## config.mk

```make
export PLATFORM = sky130hd
export DESIGN_NAME = phy_rx_align_ctrl
export DESIGN_NICKNAME = d
export VERILOG_FILES = /design/src/rtl/phy_rx_align_ctrl.sv
export SDC_FILE = /design/constraint.sdc
export NUM_CORES = 1
export LEC_CHECK = 0
export ABC_AREA = 1
export ABC_CLOCK_PERIOD_IN_PS = 2700
export BUFFER_PORTS_ARGS = -buffer_cell sky130_fd_sc_hd__buf_2
export CELL_PAD_IN_SITES_DETAIL_PLACEMENT = 0
export CELL_PAD_IN_SITES_GLOBAL_PLACEMENT = 1
export CORE_MARGIN = 4
export CORE_UTILIZATION = 45
export DETAILED_ROUTE_END_ITERATION = 10
export HOLD_SLACK_MARGIN = 0.03
export PLACE_DENSITY = 0.8
export SLEW_MARGIN = 10
export SYNTH_ARGS = -nofsm -noshare
export SYNTH_HDL_FRONTEND = slang
export SYNTH_SLANG_ARGS = --single-unit
```

## constraint.sdc

```tcl
create_clock -name clk_f -period 2.7 [get_ports clk_f]
set_input_delay 0.27 -clock clk_f [delete_from_list [all_inputs] [get_ports clk_f]]
set_output_delay 0.27 -clock clk_f [all_outputs]
set_load 0.05 [all_outputs]
```

## src/rtl/phy_rx_align_ctrl.sv

```systemverilog
// Receive word-alignment controller: hunts for the COMMA symbol, issues bit-slips while hunting,
// declares lock after a run of commas and forwards payload bytes while locked.
`timescale 1ns/1ps

module phy_rx_align_ctrl #(
    parameter logic [7:0] COMMA         = 8'hBC,
    parameter int         LOCK_COUNT    = 4,
    parameter int         SLIP_WAIT     = 8,
    parameter int         SETTLE_CYCLES = 2,
    parameter int         COMMA_TIMEOUT = 64
) (
    input  logic       clk_f,
    input  logic       reset,
    input  logic [7:0] rx_byte,
    input  logic       force_resync,
    output logic       slip_req,
    output logic       locked,
    output logic       lock_lost,
    output logic       valid_out,
    output logic [7:0] data_out,
    output logic [3:0] slip_count
);

    typedef enum logic [1:0] {
        HUNT   = 2'd0,
        SETTLE = 2'd1,
        CHECK  = 2'd2,
        LOCKED = 2'd3
    } state_t;

    localparam logic [7:0] HUNT_LAST   = 8'(SLIP_WAIT - 1);
    localparam logic [3:0] SETTLE_LAST = 4'(SETTLE_CYCLES - 1);
    localparam logic [3:0] LOCK_LAST   = 4'(LOCK_COUNT - 1);
    localparam logic [7:0] TO_LAST     = 8'(COMMA_TIMEOUT - 1);

    state_t     state, state_n;
    logic [7:0] hunt_cnt, hunt_n;
    logic [3:0] settle_cnt, settle_n;
    logic [3:0] comma_cnt, comma_n;
    logic [7:0] to_cnt, to_n;
    logic [3:0] slip_count_n;
    logic       slip_n, lost_n, valid_n, locked_n;
    logic       is_comma;

    assign is_comma = (rx_byte == COMMA);

    // Every output is computed here from pre-edge state and registered below.
    always_comb begin
        state_n      = state;
        hunt_n       = hunt_cnt;
        settle_n     = settle_cnt;
        comma_n      = comma_cnt;
        to_n         = to_cnt;
        slip_count_n = slip_count;
        slip_n       = 1'b0;
        lost_n       = 1'b0;
        valid_n      = 1'b0;

        if (force_resync) begin
            state_n  = HUNT;
            hunt_n   = '0;
            settle_n = '0;
            comma_n  = '0;
            to_n     = '0;
        end else begin
            case (state)
                HUNT: begin
                    if (is_comma) begin
                        state_n = CHECK;
                        comma_n = 4'd1;
                        hunt_n  = '0;
                    end else if (hunt_cnt == HUNT_LAST) begin
                        state_n      = SETTLE;
                        slip_n       = 1'b1;
                        slip_count_n = slip_count + 4'd1;
                        settle_n     = '0;
                        hunt_n       = '0;
                    end else begin
                        hunt_n = hunt_cnt + 8'd1;
                    end
                end
                SETTLE: begin
                    // The deserializer output is unstable right after a slip, so commas are ignored.
                    if (settle_cnt == SETTLE_LAST) begin
                        state_n = HUNT;
                        hunt_n  = '0;
                    end else begin
                        settle_n = settle_cnt + 4'd1;
                    end
                end
                CHECK: begin
                    if (is_comma) begin
                        if (comma_cnt == LOCK_LAST) begin
                            state_n = LOCKED;
                            comma_n = '0;
                            to_n    = '0;
                        end else begin
                            comma_n = comma_cnt + 4'd1;
                        end
                    end else begin
                        state_n = HUNT;
                        comma_n = '0;
                        hunt_n  = '0;
                    end
                end
                LOCKED: begin
                    if (is_comma) begin
                        to_n = '0;
                    end else if (to_cnt == TO_LAST) begin
                        state_n = HUNT;
                        lost_n  = 1'b1;
                        to_n    = '0;
                        hunt_n  = '0;
                    end else begin
                        to_n    = to_cnt + 8'd1;
                        valid_n = 1'b1;
                    end
                end
                default: begin
                    state_n = HUNT;
                end
            endcase
        end

        locked_n = (state_n == LOCKED);
    end

    always_ff @(posedge clk_f or posedge reset) begin
        if (reset) begin
            state      <= HUNT;
            hunt_cnt   <= '0;
            settle_cnt <= '0;
            comma_cnt  <= '0;
            to_cnt     <= '0;
            slip_req   <= 1'b0;
            locked     <= 1'b0;
            lock_lost  <= 1'b0;
            valid_out  <= 1'b0;
            data_out   <= '0;
            slip_count <= '0;
        end else begin
            state      <= state_n;
            hunt_cnt   <= hunt_n;
            settle_cnt <= settle_n;
            comma_cnt  <= comma_n;
            to_cnt     <= to_n;
            slip_req   <= slip_n;
            locked     <= locked_n;
            lock_lost  <= lost_n;
            valid_out  <= valid_n;
            data_out   <= rx_byte;
            slip_count <= slip_count_n;
        end
    end

endmodule

```

==> run summary <==
Status: completed
Syn Std Cell Area: 2340 µm²
Post-synth cell types: 34
Synthesis-to-layout area growth: 12.9%
Vias in the first global route: 1760
Final nets: 344
H-tree Lvls: 2
Critical path fanouts, max: 6
Clock latency at the later pin of the worst-skew pair: 290 ps
WL/cell: 12.4 µm
Die width: 80.1 µm
Residual DRC count: 0
Worst-Margin Slew: 1040 ps
Unrepaired setup endpoints after global routing: false
Total GRT Usage: 0.172
Chip Height: 80.1 µm
Syn nets: 314
Full die area: 6410 µm²
Num rows: 25
Drt initial violations: 85
Post-CTS setup buffers: 0
Final Hold Viols: 0
Gpl congestion: 0.796
F_max: 0.642 GHz
FF/Latch Area: 1050 µm²
Post-Layout Cell Count: 395
Critical Path AT: 1760 ps
Antenna diode count: 0
Seq/Total Area, Yosys: 0.450
Slew Viols, Final: 0
Share of cells above drive strength 1: 0.174
Most common cell after layout, fill and taps aside: nand2_1
Power Dens Cells: 475 nW/µm²
Worst Path Required: 2900 ps
Multi-input logic area: 1100 µm²
FF-to-FF Start: hunt_cnt[0]
Number of synthesized register bits: 42
# Max-Cap Violations: 0
Setup crit end kind: flip-flop
Synth Area per Inst: 7.87 µm²
Relative slew slack: 0.300
Number of buffers created by CTS: 5
Net Sw Frac: 0.243
Multiplexer share of the synthesized area: 0
R2r setup slk: 1140 ps
Port bufs: 26
Register share of total power: 0.523
Root Buffer Master: clkbuf_8
Worst-path clk slew: 80 ps
VDD IR-drop max: 0.000243 V
Syn Inst Count: 297
Synth Area in XOR/XNOR: 0.0337
Worst Hold Class: in -> async
Leak Pwr: 1.38 nW
Post-Route WL: 4880 µm
WHS: 87.9 ps
CP Launch Type: flip-flop
Fill count: 482
Clock Skews: 8.89 ps
Pint: 0.948 mW
Core ar.: 4880 µm²
Post-Synth Simple-Gate Area: 0.367
Post-CTS Resized: 0
Pin count of the biggest net entering global routing: 30
Min cycle time layout: 1560 ps
Final setup violating endpoints: 0
Most frequent cells in the layout: nand2_1, dfrtp_1, nand3_1
Via density: 4.78
Gr ovfl total: 0
Routed via count: 1889
Post-Synth Adder-Cell Area: 0.0321
CTS tree: done
Largest family of logic cells by synthesized area: simple AND/OR/NAND/NOR gates
Worst setup path category: reg -> reg
Number of placed I/O pins: 27
Reg2reg end: locked
Final period utilization: 0.577
Net Sw Power: 0.304 mW
Reg2reg path depth: 7
Dpl hpwl: 3530 µm
Global-route wire length before repair: 8580 µm
Cts hold-fix bufs: 0
Clock sink count: 42
Initial Utilization: 0.479
Gate power share: 0.087
Setup Total Neg Slack: 0 ps
Synth Area in Compound Gates: 0.0391
Clock Path Buffers: 2
DR pass1 iterations: 5
Clk pwr share: 0.391
Warning count from the yosys run: 0
Placed instance count: 387
Antenna violations before repair: 0
Post-DRT Antenna Nets: 0
-- metal layers --
metal / part of all wire / track usage / up-vias / wire [µm]
met5: 0 / 0 / - / 0
met4: 0.0074 / 0.0456 / 0 / 36
met3: 0.034 / 0.0460 / 4 / 168
met2: 0.46 / 0.263 / 27 / 2270
met1: 0.49 / 0.239 / 852 / 2410
li1: - / - / 1006 / -
-- power by group through the flow --
stage	logic (mW)	clock network (mW)	registers, mW
after floorplan	0.0466	0	0.697
after global placement	0.110	0	0.667
after detailed placement	0.111	0	0.666
after CTS	0.111	0.504	0.654
after global routing	0.120	0.533	0.656
final	0.109	0.489	0.654
-- Yosys cell counts (all sizes together) --
| cell type | n | area (µm²) |
|---|---|---|
| a21oi | 3 | 15.0 |
| a22oi | 1 | 7.51 |
| buf | 4 | 31.3 |
| clkbuf | 1 | 3.75 |
| clkinv | 2 | 8.75 |
| dfrtp | 42 | 1050 |
| ha | 6 | 75.1 |
| inv | 37 | 139 |
| nand2 | 81 | 332 |
| nand3 | 42 | 233 |
| nand4 | 9 | 56.3 |
| nor2 | 41 | 193 |
| nor3 | 6 | 30.0 |
| nor3b | 1 | 7.51 |
| o2111ai | 1 | 8.76 |
| o21a | 1 | 7.51 |
| o21ai | 5 | 25.0 |
| o21bai | 2 | 15.0 |
| o22ai | 2 | 12.5 |
| or2 | 1 | 6.26 |
| xnor2 | 7 | 61.3 |
| xor2 | 2 | 17.5 |
-- worst max path at each step --
stage | start | endpoint | slack, ps | cells after the start
after global placement | rx_byte[0] | comma_cnt[2] | 1070 | 7
final | hunt_cnt[0] | locked | 1140 | 7
after detailed placement | rx_byte[0] | comma_cnt[2] | 1020 | 7
after global routing | to_cnt[1] | locked | 980 | 6
after floorplan | to_cnt[1] | hunt_cnt[2] | 1390 | 8
after CTS | hunt_cnt[0] | locked | 1150 | 7
-- final cells by class --
cell class,instances,area share
inverter,39,0.0560
multi-input combinational,211,0.418
clock buffer,7,0.0290
sequential,42,0.399
clock inverter,1,0.0114
timing repair buffer,28,0.0551
tap,67,0.0318
-- logic make-up after synthesis --
logic type,count (synthesis)
AND/OR/NAND/NOR,181
buffers and inverters,44
flip-flops,42
AO/OA/AOI/OAI,15
XOR/XNOR,9
adder cells (fa/ha/maj),6
-- flip-flops by register name, indices dropped and copies added, names as in the netlist --
signal and cells:
state 2, comma_cnt 4, data_out 8, locked 1, to_cnt 8, settle_cnt 4, valid_out 1, hunt_cnt 8
slip_count 4, slip_req 1, lock_lost 1
-- critical path, stage by stage (launching register included) --
cell	delay (ps)
dfrtp_1	420
ha_1	220
nand3_2	120
nor2_4	210
nand2_2	90
a21oi_1	160
nand2_1	80
nor2_1	160
-- per-stage QoR --
step | instance area [µm²] | total power, mW | worst slack [ps] | util
3_5_place_dp | 2530 | 0.777 | 1020 | 0.518
3_3_place_gp | 2530 | 0.777 | 1070 | 0.518
2_1_floorplan | 2340 | 0.743 | 1390 | -
6_report | 2640 | 1.25 | 1140 | 0.540
4_1_cts | 2640 | 1.27 | 1150 | 0.540
5_1_grt | 2640 | 1.31 | 981 | 0.540
No activity file was read; power rests on OpenSTA's default activity.
